## config.mk

```make
export PLATFORM = sky130hd
export DESIGN_NAME = ct_cp0_cluster_lpmd_ctrl_flat
export DESIGN_NICKNAME = d
export VERILOG_FILES = /design/src/rtl/ct_cp0_cluster_lpmd_ctrl_if.sv /design/src/rtl/ct_cp0_cluster_lpmd_ctrl.sv /design/src/flat_wrapper.sv
export SDC_FILE = /design/constraint.sdc
export NUM_CORES = 1
export LEC_CHECK = 0
export CELL_PAD_IN_SITES_DETAIL_PLACEMENT = 0
export CELL_PAD_IN_SITES_GLOBAL_PLACEMENT = 2
export CORE_AREA = 2 2 49 51
export CTS_BUF_LIST = sky130_fd_sc_hd__clkbuf_8
export CTS_CLUSTER_DIAMETER = 60
export DETAILED_ROUTE_END_ITERATION = 12
export DIE_AREA = 0 0 51 53
export GPL_TIMING_DRIVEN = 0
export PLACE_DENSITY_LB_ADDON = 0.15
export SYNTH_ARGS = -nofsm -noshare
export SYNTH_HDL_FRONTEND = slang
export SYNTH_SLANG_ARGS = --single-unit
export TNS_END_PERCENT = 50
```

## constraint.sdc

```tcl
create_clock -name cpuclk -period 3.8 [get_ports cpuclk]
set_input_delay 0.76 -clock cpuclk [delete_from_list [all_inputs] [get_ports cpuclk]]
set_output_delay 0.76 -clock cpuclk [all_outputs]
set_load 0.01 [all_outputs]
```

## src/rtl/ct_cp0_cluster_lpmd_ctrl_if.sv

```systemverilog
// ct_cp0_cluster_lpmd_ctrl_if: core/L2 low-power handshake bundle; pad_cluster_dbg_req exists only with CLUSTER_LPMD_DBG_EN
interface ct_cp0_cluster_lpmd_ctrl_if #(
  parameter int CORE_NUM = 4
);
  logic [2*CORE_NUM-1:0] core_lpmd_b;
  logic [CORE_NUM-1:0]   core_wake_req;
  logic                  l2_no_op_ack;
`ifdef CLUSTER_LPMD_DBG_EN
  logic                  pad_cluster_dbg_req;
`endif
  logic                  cluster_no_op_req;
  logic                  cluster_clk_en;
  logic [1:0]            cluster_lpmd_b;
  logic [2:0]            cluster_state;

  modport master (
    input  core_lpmd_b, core_wake_req, l2_no_op_ack,
`ifdef CLUSTER_LPMD_DBG_EN
    input  pad_cluster_dbg_req,
`endif
    output cluster_no_op_req, cluster_clk_en, cluster_lpmd_b, cluster_state
  );

  modport slave (
    output core_lpmd_b, core_wake_req, l2_no_op_ack,
`ifdef CLUSTER_LPMD_DBG_EN
    output pad_cluster_dbg_req,
`endif
    input  cluster_no_op_req, cluster_clk_en, cluster_lpmd_b, cluster_state
  );
endinterface

```

## src/rtl/ct_cp0_cluster_lpmd_ctrl.sv

```systemverilog
// ct_cp0_cluster_lpmd_ctrl: cluster low-power sequencer (drain L2, settle, gate clock, timed wake); CLUSTER_LPMD_DBG_EN adds external debug wake
module ct_cp0_cluster_lpmd_ctrl #(
  parameter int CORE_NUM  = 4,
  parameter int ENTRY_DLY = 4,
  parameter int EXIT_DLY  = 8,
  parameter int CNT_W     = 4
)(
  input logic cpuclk,
  input logic cpurst_b,
  ct_cp0_cluster_lpmd_ctrl_if.master lp
);
  typedef enum logic [2:0] {
    RUN    = 3'b000,
    DRAIN  = 3'b001,
    SETTLE = 3'b010,
    SLEEP  = 3'b011,
    WAKE   = 3'b100
  } state_t;

  state_t           state, nxt;
  logic [CNT_W-1:0] cnt, nxt_cnt;
  logic             all_lpmd, wake, abort;
  logic             no_op_q, clk_en_q;
  logic [1:0]       lpmd_q;

  // every core reports a non-running lpmd code
  always_comb begin
    all_lpmd = 1'b1;
    for (int i = 0; i < CORE_NUM; i++)
      all_lpmd = all_lpmd & (lp.core_lpmd_b[2*i+:2] != 2'b11);
  end

`ifdef CLUSTER_LPMD_DBG_EN
  assign wake = (|lp.core_wake_req) | lp.pad_cluster_dbg_req;
`else
  assign wake = |lp.core_wake_req;
`endif
  assign abort = wake | ~all_lpmd;

  // next state and delay counter; counter is forced to zero whenever heading to RUN
  always_comb begin
    nxt     = state;
    nxt_cnt = cnt;
    case (state)
      RUN:    nxt = (all_lpmd && !wake) ? DRAIN : RUN;
      DRAIN:  if (abort) nxt = RUN;
              else if (lp.l2_no_op_ack) begin
                nxt     = SETTLE;
                nxt_cnt = CNT_W'(ENTRY_DLY);
              end
      SETTLE: if (abort) nxt = RUN;
              else if (cnt == '0) nxt = SLEEP;
              else nxt_cnt = cnt - 1'b1;
      SLEEP:  if (abort) begin
                nxt     = WAKE;
                nxt_cnt = CNT_W'(EXIT_DLY);
              end
      WAKE:   if (cnt == '0) nxt = RUN;
              else nxt_cnt = cnt - 1'b1;
      default: nxt = RUN;
    endcase
    if (nxt == RUN) nxt_cnt = '0;
  end

  // state, counter and outputs registered together so outputs follow the registered state only
  always_ff @(posedge cpuclk or negedge cpurst_b) begin
    if (!cpurst_b) begin
      state    <= RUN;
      cnt      <= '0;
      no_op_q  <= 1'b0;
      clk_en_q <= 1'b1;
      lpmd_q   <= 2'b11;
    end else begin
      state    <= nxt;
      cnt      <= nxt_cnt;
      no_op_q  <= nxt != RUN;
      clk_en_q <= nxt != SLEEP;
      lpmd_q   <= (nxt == SLEEP) ? 2'b00 : 2'b11;
    end
  end

  assign lp.cluster_no_op_req = no_op_q;
  assign lp.cluster_clk_en    = clk_en_q;
  assign lp.cluster_lpmd_b    = lpmd_q;
  assign lp.cluster_state     = state;
endmodule
```

## src/flat_wrapper.sv

```systemverilog
// flat-port wrapper written by rule: the top's interface ports become plain ports
module ct_cp0_cluster_lpmd_ctrl_flat 
#(
  parameter int CORE_NUM  = 4,
  parameter int ENTRY_DLY = 4,
  parameter int EXIT_DLY  = 8,
  parameter int CNT_W     = 4
)
  (cpuclk, cpurst_b, lp_core_lpmd_b, lp_core_wake_req, lp_l2_no_op_ack, lp_cluster_no_op_req, lp_cluster_clk_en, lp_cluster_lpmd_b, lp_cluster_state);
  ct_cp0_cluster_lpmd_ctrl_if #(.CORE_NUM(CORE_NUM)) lp_i ();
  input logic cpuclk;
  input logic cpurst_b;
  input wire logic [$bits(lp_i.core_lpmd_b)-1:0] lp_core_lpmd_b;
  input wire logic [$bits(lp_i.core_wake_req)-1:0] lp_core_wake_req;
  input wire logic [$bits(lp_i.l2_no_op_ack)-1:0] lp_l2_no_op_ack;
  output wire logic [$bits(lp_i.cluster_no_op_req)-1:0] lp_cluster_no_op_req;
  output wire logic [$bits(lp_i.cluster_clk_en)-1:0] lp_cluster_clk_en;
  output wire logic [$bits(lp_i.cluster_lpmd_b)-1:0] lp_cluster_lpmd_b;
  output wire logic [$bits(lp_i.cluster_state)-1:0] lp_cluster_state;
  assign lp_i.core_lpmd_b = lp_core_lpmd_b;
  assign lp_i.core_wake_req = lp_core_wake_req;
  assign lp_i.l2_no_op_ack = lp_l2_no_op_ack;
  assign lp_cluster_no_op_req = lp_i.cluster_no_op_req;
  assign lp_cluster_clk_en = lp_i.cluster_clk_en;
  assign lp_cluster_lpmd_b = lp_i.cluster_lpmd_b;
  assign lp_cluster_state = lp_i.cluster_state;
  ct_cp0_cluster_lpmd_ctrl #(.CORE_NUM(CORE_NUM), .ENTRY_DLY(ENTRY_DLY), .EXIT_DLY(EXIT_DLY), .CNT_W(CNT_W)) u_core (.cpuclk(cpuclk), .cpurst_b(cpurst_b), .lp(lp_i));
endmodule
```

==> metrics, run 1 <==
placed cell area around 820 um2; minimum clock period around 2.3 ns; Largest delay share family, worst path compound AO/OA/AOI/OAI gates; Total Nets Final between 90 and 100; GRT Overall Usage 11.9%; ranking of synthesized cells by area dfrtp_1 35%, dfstp_2 4.6%, o221ai_4 4.6%; fmax 443 MHz; P_leak 0.345 nW; postcts setup bufs 0; FFs w/ async S/R, synth 100%; pin count of the biggest net entering global routing 10; grt total ovfl 0; Post-Route WL ~1.3 mm; critical path fanouts, max 5; Final period util a little under 60%; CTS tree done; worst-path cell chain clkdlybuf4s50_1 > nor4_4 > nand4b_4 > o221ai_4 > o21ai_1 > a32o_1; Final WS setup 1.54 ns; Max-Cap Viols 0; Max Slew Vio Count 0; CP max-delay cell clkdlybuf4s50_1; fin area approximately 860 um2; reg-to-reg startpoint u_core.cnt[0]; Sum Neg Setup Slack 0 ns; cell area after synthesis 572 um2; I/O pin count 22; Crit Path Category in -> reg; register bit total from synthesis 9; row count 17; CP arrival 2.37 ns; distinct cell type count after synthesis 28; Post-CTS Resized 0; WL/cell 12.2 um; HPWL after detailed placement 1.02 mm; worst relative slew slack 73.2%; CP required 3.91 ns; Worst VDD drop 0.218 mV; DRC Markers 0; final count of negative-setup-slack endpoints 0; final hold vios 0; die height around 53 um; final setup skew roughly 0.0011 ns; number of port buffers 21; hold buffer count at CTS 0; placer congestion estimate about 0.76; pwr dens 263 mW/mm2; CTS max path bufs 2; Syn Nets 69; layout cells sized above 1 19.5%; unrepaired setup endpoints after global routing false; initial core utilization 26.6%; # clock sinks 9; Worst-Margin Slew 0.401 ns; Crit. End Element register; root buffer cell clkbuf_8; ANT cells 0; Seq/Total Area, Yosys 39.6%; H-tree depth 1; outcome completed; post-synth top area share between 30% and 40%; Primary FF master, synth dfrtp_1; Die W 51 um; CP Launch Type input pin; Clock Latency Late Sink 0.23 ns; CTS clk-pin slew, worst paths 0.04 ns; P&R area growth vs syn 50.8%; Place WS 1.30 ns; # fillers 214; number of global-route vias before repair 506; Post-DRT Antenna Nets 0; Syn. warnings 0; antenna violations before repair 0; min-delay src u_core.cnt[0]; Yosys top cell by area dfrtp_1; Mapped Avg Cell Area 11.0 um2; full die area 0.00270 mm2; area of the multi-input gates between 300 and 400 um2; Num CTS Buffers 3; first-pass GRT wire length 2.35 mm; worst setup path startpoint lp_core_wake_req[1]; Pre-antenna DRT Iters 4; register area 226 um2; DRT iter0 DRCs 1; most common cell in the synthesized netlist dfrtp_1; via count 466; CP Buf/Inv Count 1; most instantiated cells after synthesis 8 x dfrtp_1, 4 x inv_1, 4 x nand2b_1; Worst path max stage delay 0.45 ns; EDFF count, synth 0; Post-Synthesis Cells 52; Vias/cell 4.44; Finished Core Util 40.1%; Worst Hold Class reg -> reg; core area ~0.0021 mm2
worst reg2reg max path: cells and delay by family (launching register included):
kind                     cells  cell delay (ns)
flip-flops                   1             0.38
buffers and inverters        2             0.15
AND/OR/NAND/NOR              4             0.89
AO/OA/AOI/OAI                1             0.19
adder cells (fa/ha/maj)      1             0.19
worst paths after layout:
kind	end	slack, ns	cells past startpoint
worst max-delay path	u_core.cnt[3]	1.54	6
worst min-delay path	u_core.cnt[0]	0.54	1
worst max register to register	u_core.cnt[0]	1.92	8
worst min register to register	u_core.cnt[0]	0.54	1
max in group asynchronous	u_core.lp.cluster_lpmd_b[0]	2.65	1
min in group asynchronous	u_core.cnt[0]	0.83	1
cells in the final DEF, fill, tap and decap left out:
cell type,instances
or3_4,1
nor3b_1,1
inv_2,1
o22a_1,1
nand2_1,3
nand4b_4,1
dfstp_2,1
ha_1,2
o21ai_2,1
a22oi_2,2
o21ai_1,1
nor2_1,2
a21oi_1,1
o221ai_4,1
clkdlybuf4s50_1,21
o22ai_1,2
o21ai_0,3
and3_1,2
nor4_4,1
inv_1,5
a32o_1,1
buf_4,2
clkbuf_8,3
a21o_1,1
nand2b_1,4
nand3b_1,2
dfrtp_1,8
and2b_1,1
a221oi_2,1
nor3_1,1
where the power goes:
part           switching (mW)  internal [mW]
clock                  0.0352         0.0701
sequential           0.000293         0.0965
combinational         0.00864         0.0158
registers in the layout (all words and copies together) (netlist names):
signal                       cells
u_core.cnt                       4
u_core.lp.cluster_state          3
u_core.lp.cluster_lpmd_b         1
u_core.lp.cluster_no_op_req      1
per-stage QoR:
stage	instances	hold slack (ns)	power, mW
after CTS	105	0.536	0.230
after detailed placement	101	0.530	0.123
after floorplan	52	0.464	0.103
after global placement	101	0.523	0.123
after global routing	105	0.566	0.237
final	105	0.535	0.227
metal layers:
layer	GRT usage (%)	vias to the layer above	wire length (um)
li1	-	240	-
met1	15.2	212	628
met2	18.0	14	556
met3	3.95	0	96
met4	5.41	0	0
met5	0	-	0
kinds of logic after synthesis:
| group | synth area share, % |
|---|---|
| adder cells (fa/ha/maj) | 4.38 |
| buffers and inverters | 5.91 |
| flip-flops | 39.6 |
| AO/OA/AOI/OAI | 24.3 |
| AND/OR/NAND/NOR | 25.8 |
cell type report:
class | count | area share [%]
Multi-Input combinational cell | 36 | 36.1
Clock buffer | 3 | 4.79
Tap cell | 28 | 4.06
Buffer | 2 | 1.74
Timing Repair Buffer | 21 | 24.4
Inverter | 5 | 2.18
Sequential cell | 9 | 26.3
Clock inverter | 1 | 0.435
(Power assumes the default switching activity.)
==> inputs of run 2 (changes only) <==
--- a/config.mk
+++ b/config.mk
@@ -7,11 +7,11 @@
 export LEC_CHECK = 0
 export CELL_PAD_IN_SITES_DETAIL_PLACEMENT = 0
 export CELL_PAD_IN_SITES_GLOBAL_PLACEMENT = 2
-export CORE_AREA = 2 2 49 51
+export CORE_AREA = 2 2 52 54
 export CTS_BUF_LIST = sky130_fd_sc_hd__clkbuf_8
 export CTS_CLUSTER_DIAMETER = 60
 export DETAILED_ROUTE_END_ITERATION = 12
-export DIE_AREA = 0 0 51 53
+export DIE_AREA = 0 0 54 56
 export GPL_TIMING_DRIVEN = 0
 export PLACE_DENSITY_LB_ADDON = 0.15
 export SYNTH_ARGS = -nofsm -noshare
==> constraint.sdc (replaced) <==
create_clock -name cpuclk -period 1.92 [get_ports cpuclk]
set_input_delay 0.384 -clock cpuclk [delete_from_list [all_inputs] [get_ports cpuclk]]
set_output_delay 0.384 -clock cpuclk [all_outputs]
set_load 0.01 [all_outputs]
==> metrics, run 2 (synthesized netlist as in run 1, its figures left out) <==
Sw Share 20.2% (+0.71 points); CP required 2.07 ns (-1.84 ns); root buffer cell clkbuf_8; placer congestion estimate 0.748 (-1.2%); ANT cells 0 (unchanged); row count 18 (+1); Sum Neg Setup Slack 0 ns (unchanged); CTS clk-pin slew, worst paths 0.05 ns (about the same); CTS tree done; fin area 891 um2 (+3.3%); outcome completed; Worst path max stage delay 0.40 ns (-0.05 ns); commonest non-fill, non-tap cell in the layout clkdlybuf4s50_1; unrepaired setup endpoints after global routing false; minimum clock period 1.81 ns; most frequent cells in the layout 20 x clkdlybuf4s50_1, 8 x dfrtp_1, 5 x inv_1; full die area 0.00302 mm2 (+12%); total power 0.453 mW (+100%); clock share of power 46.9% (+0.4 points); layout cells sized above 1 24.1% (+4.6 points); final setup skew 0.00325 ns (+0.00217 ns); Crit. End Element register; final count of negative-setup-slack endpoints 0 (unchanged); antenna violations before repair 0 (unchanged); worst relative slew slack 69.7% (-3.5 points); CP Launch Type register; Total Nets Final 97 (+2.1%); CP Buf/Inv Count 2 (+1); number of port buffers 21 (unchanged); P&R area growth vs syn 55.8%; Max Slew Vio Count 0 (unchanged); first-pass GRT wire length 1.95 mm (-17%); worst-path cell chain inv_1 > ha_1 > nor3b_1 > or3_4 > and3_4 > inv_2 > nand3b_1 > o22ai_1; Final period util 94.1%; Max-Cap Viols 0 (unchanged); pin count of the biggest net entering global routing 10 (unchanged); Largest register FFs 4 (unchanged); Worst-Margin Slew 0.452 ns (+0.0517 ns); Vias/cell 4.54 (+2.3%); Worst VDD drop 0.389 mV (+78%); placed cell area 820 um2 (+0.31%); grt total ovfl 0 (unchanged); hold buffer count at CTS 0 (unchanged); Worst Hold Class in -> async; CP arrival 1.96 ns (-0.41 ns); number of global-route vias before repair 446 (-12%); die height 56 um (+5.7%); DRT iter0 DRCs 3 (+2); Num CTS Buffers 3 (unchanged); fmax 553 MHz; Crit Path Category reg -> reg; Clock Latency Late Sink 0.23 ns (about the same); final hold vios 0 (unchanged); Psw 0.0914 mW (+110%); I/O pin count 22 (unchanged); CP max-delay cell or3_4; GRT Overall Usage 8.99% (-2.9 points); CTS max path bufs 2 (unchanged); largest register by flop count u_core.cnt; Logic pwr share 10.8% (about the same); H-tree depth 1 (unchanged); via count 495 (+6.2%); Final WS setup 0.113 ns (-1.43 ns); WL/cell 12.1 um (-0.59%); # fillers 260 (+21%); DRC Markers 0 (unchanged); Pint 0.362 mW (+98%); Post-DRT Antenna Nets 0 (unchanged); core area 0.00243 mm2 (+13%); sequential share of power 42.3% (-0.4 points); P_leak 0.355 nW (+2.8%); hold slack final 0.469 ns (-0.0663 ns); HPWL after detailed placement 1.06 mm (+4.3%); pwr dens 508 mW/mm2 (+93%); Die W 54 um (+5.9%); Place WS -0.208 ns (-1.50 ns); # clock sinks 9 (unchanged); Largest delay share family, worst path simple AND/OR/NAND/NOR gates; Post-Route WL 1.32 mm (+3.2%); critical path fanouts, max 3 (-2); initial core utilization 23.5% (-3.1 points); Pre-antenna DRT Iters 4 (unchanged)
[run 2: cell types whose count changed in the layout (fill, tap and decap cells not counted), sizes merged]
cell and change:
dlymetal6s2s +1, clkdlybuf4s50 -1, buf +2
[run 2: layout make-up]
type | count | area (um2) | share of cell area, %
tap | 30 | 37.5 | 4.21
clock inverter | 1 | 3.75 | 0.421
timing repair buffer | 23 | 228 | 25.6
multi-input combinational | 36 | 320 | 36.0
clock buffer | 3 | 41.3 | 4.63
inverter | 5 | 18.8 | 2.11
sequential | 9 | 226 | 25.4
buffer | 2 | 15.0 | 1.69
[run 2: power by group through the flow]
| stage | Combinational [mW] | Sequential, mW | Clock, mW |
|---|---|---|---|
| after floorplan | 0.00994 | 0.195 | 0 |
| after global placement | 0.0489 | 0.194 | 0 |
| after detailed placement | 0.0492 | 0.194 | 0 |
| after CTS | 0.0494 | 0.192 | 0.218 |
| after global routing | 0.0529 | 0.191 | 0.229 |
| final | 0.0488 | 0.192 | 0.212 |
[run 2: repair_timing]
action                                 CTS  global route
gates resized for setup                  0             3
setup endpoints to repair                0             4
endpoints found under the hold margin    0             0
buffers inserted                         0             2
[run 2: stage by stage]
step	std cells	utilization (%)
2_1_floorplan	52	-
3_3_place_gp	103	33.7
3_5_place_dp	103	33.7
4_1_cts	107	35.5
5_1_grt	109	36.6
6_report	109	36.6
[run 2: path summary, 6_finish.rpt]
check	startpoint	to	slack, ns	depth (start not counted)
worst max-delay path	u_core.cnt[0]	u_core.cnt[0]	0.11	8
worst min-delay path	cpurst_b	u_core.cnt[0]	0.47	1
worst max register to register	u_core.cnt[0]	u_core.cnt[0]	0.11	8
worst min register to register	u_core.cnt[3]	u_core.cnt[3]	0.54	1
max in group asynchronous	cpurst_b	u_core.lp.cluster_lpmd_b[0]	1.11	1
min in group cpuclk	u_core.cnt[3]	u_core.cnt[3]	0.54	1
[run 2: per-layer routing]
| layer | wire length (um) | track usage (%) |
|---|---|---|
| met5 | 0 | 0 |
| met3 | 133 | 3.49 |
| met1 | 604 | 11.2 |
| met2 | 561 | 12.7 |
| met4 | 22 | 5.36 |
==> inputs of run 3 (changes only) <==
--- a/config.mk
+++ b/config.mk
@@ -7,11 +7,11 @@
 export LEC_CHECK = 0
 export CELL_PAD_IN_SITES_DETAIL_PLACEMENT = 0
 export CELL_PAD_IN_SITES_GLOBAL_PLACEMENT = 2
-export CORE_AREA = 2 2 52 54
+export CORE_AREA = 2 2 58 49
 export CTS_BUF_LIST = sky130_fd_sc_hd__clkbuf_8
 export CTS_CLUSTER_DIAMETER = 60
 export DETAILED_ROUTE_END_ITERATION = 12
-export DIE_AREA = 0 0 54 56
+export DIE_AREA = 0 0 60 51
 export GPL_TIMING_DRIVEN = 0
 export PLACE_DENSITY_LB_ADDON = 0.15
 export SYNTH_ARGS = -nofsm -noshare
==> metrics, run 3 (synthesized netlist as in run 1, its figures left out) <==
critical path fanouts, max 5 (+2); final setup skew 0.000488 ns (-0.00276 ns); Crit. End Element register; Worst Hold Class in -> async; Num CTS Buffers 3 (unchanged); fmax 552 MHz (-0.27%); P_leak 0.379 nW (+6.7%); Post-Route WL 1.29 mm (-2.8%); # clock sinks 9 (unchanged); Die W 60 um (+11%); final hold vios 0 (unchanged); sequential share of power 42.7% (+0.4 points); pwr dens 498 mW/mm2 (-2.1%); GRT Overall Usage 10.3% (+1.3 points); Largest delay share family, worst path compound AO/OA/AOI/OAI gates; Reg-to-Reg End u_core.cnt[0]; initial core utilization 22.2% (-1.3 points); layout cells sized above 1 22.5% (-1.6 points); most frequent cells in the layout 19 x clkdlybuf4s50_1, 8 x dfrtp_1, 5 x inv_1, 5 x buf_4, 4 x nand2b_1; antenna violations before repair 0 (unchanged); number of global-route vias before repair 519 (+16%); Logic pwr share 10.9% (about the same); worst relative slew slack 70.3% (+0.54 points); worst reg2reg path depth 8 (unchanged); ANT cells 0 (unchanged); I/O pin count 22 (unchanged); CP Launch Type input pin; CP Buf/Inv Count 1 (-1); largest register by flop count u_core.cnt; Max-Cap Viols 0 (unchanged); CP arrival 1.93 ns (-0.03 ns); Clock Latency Late Sink 0.23 ns (about the same); critical path endpoint u_core.cnt[3]; Crit path depth 6 (-2); hold slack final 0.470 ns (+0.00136 ns); HPWL after detailed placement 1.07 mm (+1.2%); core area 0.00257 mm2 (+5.8%); commonest non-fill, non-tap cell in the layout clkdlybuf4s50_1; minimum clock period 1.81 ns (+0.00493 ns); outcome completed; Pre-antenna DRT Iters 3 (-1); Psw 0.0883 mW (-3.4%); CTS clk-pin slew, worst paths 0.04 ns (about the same); r2r setup slk 0.11 ns (about the same); die height 51 um (-8.9%); CP required 2.03 ns (-0.04 ns); worst setup path startpoint lp_core_wake_req[3]; # fillers 278 (+6.9%); pin count of the biggest net entering global routing 10 (unchanged); H-tree depth 1 (unchanged); Crit Path Category in -> reg; placer congestion estimate 0.734 (-1.8%); final count of negative-setup-slack endpoints 0 (unchanged); CTS tree done; clock share of power 46.4% (-0.5 points); row count 17 (-1); P&R area growth vs syn 57.8%; WL/cell 10.9 um (-10%); root buffer cell clkbuf_8; DRC Markers 0 (unchanged); Worst path max stage delay 0.44 ns (+0.04 ns); full die area 0.00306 mm2 (+1.2%); Post-DRT Antenna Nets 0 (unchanged); grt total ovfl 0 (unchanged); Final period util 94.4% (+0.26 points); Max Slew Vio Count 0 (unchanged); CTS max path bufs 2 (unchanged); reg-to-reg startpoint u_core.cnt[0]; Worst VDD drop 0.308 mV (-21%); Sw Share 19.7% (-0.51 points); Vias/cell 4.10 (-9.7%); unrepaired setup endpoints after global routing false; worst-path cell chain clkdlybuf4s50_1 > nor4_4 > nand4b_4 > o221ai_4 > o21ai_1 > a32o_1; Largest register FFs 4 (unchanged); first-pass GRT wire length 2.30 mm (+18%); number of port buffers 21 (unchanged); Pint 0.361 mW (-0.21%); DRT iter0 DRCs 5 (+2); CP max-delay cell clkdlybuf4s50_1; Total Nets Final 98 (+1.0%); Worst-Margin Slew 0.444 ns (-0.00811 ns); Finished Core Util 35.1% (-1.6 points); via count 484 (-2.2%)
## run 3: stage by stage
stage	std cells	setup TNS (ns)	setup slack (ns)	instance area [um2]	total power, mW
after floorplan	52	0	0.251	572	0.205
after global placement	111	-0.657	-0.210	830	0.244
after detailed placement	111	-0.652	-0.217	830	0.244
after CTS	115	0	0.0266	875	0.459
after global routing	118	0	0.0190	902	0.478
final	118	0	0.108	902	0.449
## run 3: power by group through the flow
stage | Combinational [mW] | Sequential (mW) | Clock, mW
after floorplan | 0.00994 | 0.195 | 0
after global routing | 0.0527 | 0.191 | 0.234
after CTS | 0.0499 | 0.192 | 0.218
after detailed placement | 0.0497 | 0.194 | 0
final | 0.0488 | 0.192 | 0.209
after global placement | 0.0492 | 0.194 | 0
## run 3: layout make-up
class                           instances  area, um2  share of cell area (%)
Timing Repair Buffer                   24        238                    26.4
Sequential cell                         9        226                    25.1
Buffer                                  2       15.0                    1.66
Clock buffer                            3       41.3                    4.58
Tap cell                               38       47.5                    5.27
Clock inverter                          1       3.75                   0.416
Multi-Input combinational cell         36        312                    34.5
Inverter                                5       18.8                    2.08
## run 3: per-layer routing
| layer | track usage [%] | share of wire, % | wire (um) | up-vias |
|---|---|---|---|---|
| met5 | 0 | 0 | 0 | - |
| met4 | 2.22 | 0.31 | 4 | 0 |
| met3 | 5.57 | 5.5 | 71 | 2 |
| met2 | 16.3 | 46 | 585 | 10 |
| met1 | 12.1 | 49 | 624 | 228 |
| li1 | - | - | - | 244 |
## run 3: how the worst min path moves through the flow
stage	cells after the start	slack [ns]	from	end
final	1	0.47	cpurst_b	u_core.lp.cluster_state[1]
after global placement	1	0.52	u_core.cnt[0]	u_core.cnt[0]
after detailed placement	1	0.54	u_core.cnt[0]	u_core.cnt[0]
after floorplan	0	0.09	cpurst_b	u_core.cnt[0]
after global routing	1	0.50	cpurst_b	u_core.cnt[0]
after CTS	1	0.48	cpurst_b	u_core.cnt[3]
## run 3: repair_timing
| item | CTS | global route |
|---|---|---|
| resized for setup | 0 | 2 |
| setup buffers | 0 | 3 |
| hold buffers | 0 | 0 |
| setup endpoints to repair | 0 | 3 |
